## src/rtl/alu_scan_ctrl.sv

```systemverilog
// Scan sequencer for the ALU chain: takes one pattern, shifts it in, captures, unloads and compares; 2*CHAIN_LEN+3 cycles per pattern.
// start is ignored while busy (ready low). Define ALU_SCAN_CTRL_MISR_EN to build the response MISR on signature, else signature is 0.
module alu_scan_ctrl #(
  parameter int                   CHAIN_LEN = 4,
  parameter logic [CHAIN_LEN-1:0] POLY      = 4'b0011
) (
  input  logic                 clk,
  input  logic                 rst,
  input  logic                 start,
  input  logic [CHAIN_LEN-1:0] pattern,
  input  logic [CHAIN_LEN-1:0] expected,
  output logic                 ready,
  output logic                 scan_en,
  output logic                 scan_in,
  input  logic                 scan_out,
  output logic                 done,
  output logic                 pass,
  output logic [CHAIN_LEN-1:0] response,
  output logic [7:0]           fail_count,
  output logic [CHAIN_LEN-1:0] signature
);

  localparam int               CNT_W    = (CHAIN_LEN > 1) ? $clog2(CHAIN_LEN) : 1;
  localparam logic [CNT_W-1:0] LAST_BIT = CNT_W'(CHAIN_LEN - 1);

  localparam logic [2:0] IDLE      = 3'd0;
  localparam logic [2:0] SHIFT_IN  = 3'd1;
  localparam logic [2:0] CAPTURE   = 3'd2;
  localparam logic [2:0] SHIFT_OUT = 3'd3;
  localparam logic [2:0] DONE      = 3'd4;

  logic [2:0]           state_q, state_d;
  logic [CNT_W-1:0]     cnt_q, cnt_d;
  logic [CNT_W-1:0]     bit_idx;
  logic [CHAIN_LEN-1:0] pat_q, pat_d;
  logic [CHAIN_LEN-1:0] exp_q, exp_d;
  logic [CHAIN_LEN-2:0] cap_q, cap_d;
  logic [CHAIN_LEN-1:0] unload;
  logic                 ready_q, ready_d;
  logic                 scan_en_q, scan_en_d;
  logic                 scan_in_q, scan_in_d;
  logic                 done_q, done_d;
  logic                 pass_q, pass_d;
  logic [CHAIN_LEN-1:0] resp_q, resp_d;
  logic [7:0]           fail_q, fail_d;

  // Outputs are registered, so each one is computed for the state being entered.
  assign bit_idx = LAST_BIT - cnt_q - CNT_W'(1);
  assign unload  = {cap_q, scan_out};

  always_comb begin
    state_d   = state_q;
    cnt_d     = cnt_q;
    pat_d     = pat_q;
    exp_d     = exp_q;
    cap_d     = cap_q;
    ready_d   = 1'b0;
    scan_en_d = 1'b0;
    scan_in_d = 1'b0;
    done_d    = 1'b0;
    pass_d    = pass_q;
    resp_d    = resp_q;
    fail_d    = fail_q;
    case (state_q)
      IDLE: begin
        ready_d = 1'b1;
        if (start) begin
          pat_d     = pattern;
          exp_d     = expected;
          cnt_d     = '0;
          state_d   = SHIFT_IN;
          ready_d   = 1'b0;
          scan_en_d = 1'b1;
          scan_in_d = pattern[CHAIN_LEN-1];
        end
      end
      SHIFT_IN: begin
        if (cnt_q == LAST_BIT) begin
          cnt_d   = '0;
          state_d = CAPTURE;
        end else begin
          cnt_d     = cnt_q + CNT_W'(1);
          scan_en_d = 1'b1;
          scan_in_d = pat_q[bit_idx];
        end
      end
      CAPTURE: begin
        cnt_d     = '0;
        state_d   = SHIFT_OUT;
        scan_en_d = 1'b1;
      end
      SHIFT_OUT: begin
        cap_d = unload[CHAIN_LEN-2:0];
        if (cnt_q == LAST_BIT) begin
          state_d = DONE;
          done_d  = 1'b1;
          resp_d  = unload;
          pass_d  = (unload == exp_q);
          if (unload != exp_q && fail_q != 8'hFF)
            fail_d = fail_q + 8'd1;
        end else begin
          cnt_d     = cnt_q + CNT_W'(1);
          scan_en_d = 1'b1;
        end
      end
      DONE: begin
        state_d = IDLE;
        ready_d = 1'b1;
      end
      default: begin
        state_d = IDLE;
        ready_d = 1'b1;
      end
    endcase
  end

  always_ff @(posedge clk or posedge rst) begin
    if (rst) begin
      state_q   <= IDLE;
      cnt_q     <= '0;
      pat_q     <= '0;
      exp_q     <= '0;
      cap_q     <= '0;
      ready_q   <= 1'b1;
      scan_en_q <= 1'b0;
      scan_in_q <= 1'b0;
      done_q    <= 1'b0;
      pass_q    <= 1'b0;
      resp_q    <= '0;
      fail_q    <= '0;
    end else begin
      state_q   <= state_d;
      cnt_q     <= cnt_d;
      pat_q     <= pat_d;
      exp_q     <= exp_d;
      cap_q     <= cap_d;
      ready_q   <= ready_d;
      scan_en_q <= scan_en_d;
      scan_in_q <= scan_in_d;
      done_q    <= done_d;
      pass_q    <= pass_d;
      resp_q    <= resp_d;
      fail_q    <= fail_d;
    end
  end

`ifdef ALU_SCAN_CTRL_MISR_EN
  logic [CHAIN_LEN-1:0] sig_q, sig_d;

  // Folds in the response registered on the way into DONE.
  always_comb begin
    sig_d = sig_q;
    if (state_q == DONE)
      sig_d = ({sig_q[CHAIN_LEN-2:0], 1'b0} ^ (sig_q[CHAIN_LEN-1] ? POLY : '0)) ^ resp_q;
  end

  always_ff @(posedge clk or posedge rst) begin
    if (rst) sig_q <= '0;
    else     sig_q <= sig_d;
  end

  assign signature = sig_q;
`else
  // Constant zero; POLY is referenced only to keep it used in this build.
  assign signature = POLY & {CHAIN_LEN{1'b0}};
`endif

  assign ready      = ready_q;
  assign scan_en    = scan_en_q;
  assign scan_in    = scan_in_q;
  assign done       = done_q;
  assign pass       = pass_q;
  assign response   = resp_q;
  assign fail_count = fail_q;

endmodule

```

## config.mk

```make
export PLATFORM = sky130hd
export DESIGN_NAME = alu_scan_ctrl
export DESIGN_NICKNAME = d
export VERILOG_FILES = /design/src/rtl/alu_scan_ctrl.sv
export SDC_FILE = /design/constraint.sdc
export NUM_CORES = 1
export LEC_CHECK = 0
export ABC_AREA = 1
export BUFFER_PORTS_ARGS = -buffer_cell sky130_fd_sc_hd__buf_2
export CAP_MARGIN = 20
export CORE_AREA = 2 2 56 58
export DETAILED_ROUTE_END_ITERATION = 8
export DIE_AREA = 0 0 58 60
export PLACE_DENSITY = 0.8
export SLEW_MARGIN = 40
export SYNTH_ARGS = -nofsm -noshare
export SYNTH_HDL_FRONTEND = slang
export SYNTH_SLANG_ARGS = --single-unit
```

## constraint.sdc

```tcl
create_clock -name clk -period 3.43 [get_ports clk]
set_input_delay 0.686 -clock clk [delete_from_list [all_inputs] [get_ports clk]]
set_output_delay 0.686 -clock clk [all_outputs]
set_load 0.01 [all_outputs]
```

==> results_dict.tcl <==
set metrics [dict create \
    grt-ovfl-total 0 \
    grt_pass1_vias 1196 \
    grt_pass1_wl_um 5020 \
    reg2reg_depth 6 \
    total_power_mw 1.33 \
    crit_chain "ha_1, nand4_1, inv_2, nand3_4, nand2_1, nand2_1" \
    irDropWorstVdd_uv 661 \
    worst_ep_arrival_time_ns 2.02 \
    path_buf_inv 1 \
    vias_per_cell 5.14 \
    die_w_um 58 \
    multi_input_area_um2 636 \
    cp_max_fo 13 \
    io_pins 33 \
    post-route-period-util_pct 52.2 \
    rsz0062_at_grt "false" \
    rrSetupSlack_ns 1.64 \
    netlist_area_um2 1580 \
    crit-reg2reg-capture "fail_count[7]" \
    wl_per_cell_um 11.2 \
    async_reset_ff_share_pct 100 \
    synthTopCellsByCount "nand2_1 (70), dfrtp_1 (32), inv_1 (20)" \
    core_um2 2900 \
    grt_max_degree 34 \
    start_util_pct 54.3 \
    ys_seq_area_share_pct 52.5 \
    power_density_nw_per_um2 747 \
    syn_inst 189 \
    track_usage_pct 19.6 \
    cts.sinks 33 \
    r2r_start "cnt_q[0]" \
    antennaDiodeCount 0 \
    first_iter_violations 56 \
    cts_resized 0 \
    start_kind "flop" \
    root_buffer "clkbuf_4" \
    die-height_um 60 \
    synth_area_leader_cell "dfrtp_1" \
    p_leak_nw 0.984 \
    portBuffers 28 \
    fin_tns_setup_ns 0 \
    seq_area_um2 827 \
    run_status "completed" \
    cp_slowest_cell "dfrtp_1" \
    place_inst 248 \
    antenna_found_initial 0 \
    fillers 262 \
    ys.flop_type "dfrtp_1" \
    dieArea_um2 3480 \
    ys_ff_latch 33 \
    syn_to_final_growth_pct 13.3 \
    synth_largest_type_area_fraction_pct 50.8 \
    drv_cap 0 \
    hold_viol 0 \
    synthTopCellsByArea "dfrtp_1 (51%), nand2_1 (17%), o21ai_0 (5.1%)" \
    crit_path_max_incr_delay_ns 0.45 \
    syn_area_per_cell_um2 8.33 \
    clock_skew_ns 0.0109 \
    clock_latency_ns 0.34 \
    ys_warn_count 0 \
    antenna_left 0 \
    place_congestion 0.775 \
    clkTransAtPathRegs_ns 0.10 \
    final_max_slew_viol_count 0 \
    synth_most_common_cell "nand2_1" \
    min-delay-path-class "in -> async" \
    synth_edf_count 0 \
    drc 0 \
    hold_buffers 0 \
    htreeDepth 2 \
    vias 1315 \
    std_cell_rows 20 \
    cts_tree "built" \
    dr.pass1.iters 4 \
    crit_family "simple AND/OR/NAND/NOR gates" \
    cp-end-kind "flop" \
    post-route-min-period_ns 1.79 \
    wl_um 2870 \
    dp_hpwl_um 2070 \
    worstPathRequired_ns 3.66 \
    synth.distinct_cells 22 \
    setup_violations 0 \
    drive_above_1_share_pct 19.7 \
    nNetsFinal 236 \
    post-cts-setup-buffers 0 \
    max_freq_mhz 559 \
    cts_max_path_buffers 2 \
    cp.depth 6 \
    fin_cells 256 \
    cts_buffers 5 \
    path_common_cell "nand2_1" \
    critPathKind "reg -> reg" \
]
==> how the worst max path moves through the flow <==
stage             start       endpoint  slack [ns]
2_1_floorplan       rst       cap_q[0]        2.03
3_3_place_gp   cnt_q[0]  fail_count[6]        1.73
3_5_place_dp   cnt_q[0]  fail_count[1]        1.68
4_1_cts        cnt_q[0]  fail_count[6]        1.65
5_1_grt        cnt_q[0]  fail_count[0]        1.40
6_report       cnt_q[0]  fail_count[7]        1.64
==> routing by layer <==
layer / share of wire, % / up-vias / global-route usage, %
met5: 0 / - / 0
met4: 2.2 / 0 / 11.0
met3: 5.4 / 9 / 5.19
met2: 48 / 37 / 32.8
met1: 44 / 601 / 23.0
li1: - / 668 / -
==> placed cells by master (no fill, tap or decap), drive strengths merged <==
cell type / n
nand4: 9
dfstp: 1
a21oi: 1
xor2: 1
o21ai: 22
clkinv: 2
dfrtp: 32
nand3: 9
inv: 22
o211ai: 2
clkbuf: 6
buf: 29
xnor2: 2
nor2: 6
nand2: 72
conb: 4
ha: 2
nand3b: 1
==> cells by family after synthesis <==
| family | share of synthesized area (%) |
|---|---|
| compound gates | 8.26 |
| xor+xnor | 1.67 |
| fa+ha+maj | 1.59 |
| buf+inv | 7.86 |
| flops | 52.5 |
| other cells | 0.238 |
| simple gates | 27.9 |
==> sequential cells by signal, summed over array words and instances, names as in the netlist <==
name / flops
done: 1
cap_q: 3
pat_q: 4
response: 4
cnt_q: 2
fail_count: 8
scan_in: 1
ready: 1
pass: 1
scan_en: 1
exp_q: 4
state_q: 3
==> worst register-to-register path, delay by kind of cell, from the launching register on <==
kind	cells	cell delay [ns]
flip-flops	1	0.45
buffers and inverters	1	0.34
adder cells (fa/ha/maj)	1	0.21
AND/OR/NAND/NOR	4	0.69
==> stage by stage <==
step	instance area (um2)	util, %	hold WS [ns]	worst slack, ns
6_report	1790	61.5	0.404	1.64
3_3_place_gp	1730	59.7	0.475	1.73
2_1_floorplan	1590	-	0.444	2.03
5_1_grt	1790	61.5	0.445	1.40
3_5_place_dp	1730	59.7	0.473	1.68
4_1_cts	1790	61.5	0.423	1.65
==> area by class of cell <==
| type | count | share of cell area (%) |
|---|---|---|
| Inverter | 22 | 4.63 |
| Clock buffer | 6 | 2.31 |
| Tap cell | 33 | 2.31 |
| Multi-Input combinational cell | 131 | 35.6 |
| Sequential cell | 33 | 46.3 |
| Clock inverter | 2 | 0.561 |
| Timing Repair Buffer | 29 | 8.27 |
==> power breakdown <==
part / switching (mW) / internal [mW] / total [mW] / leakage, nW
Clock: 0.131 / 0.0780 / 0.209 / 0.0320
Sequential: 0.0942 / 0.535 / 0.629 / 0.417
Combinational: 0.309 / 0.187 / 0.496 / 0.535
No activity file was read; power rests on OpenSTA's default activity.
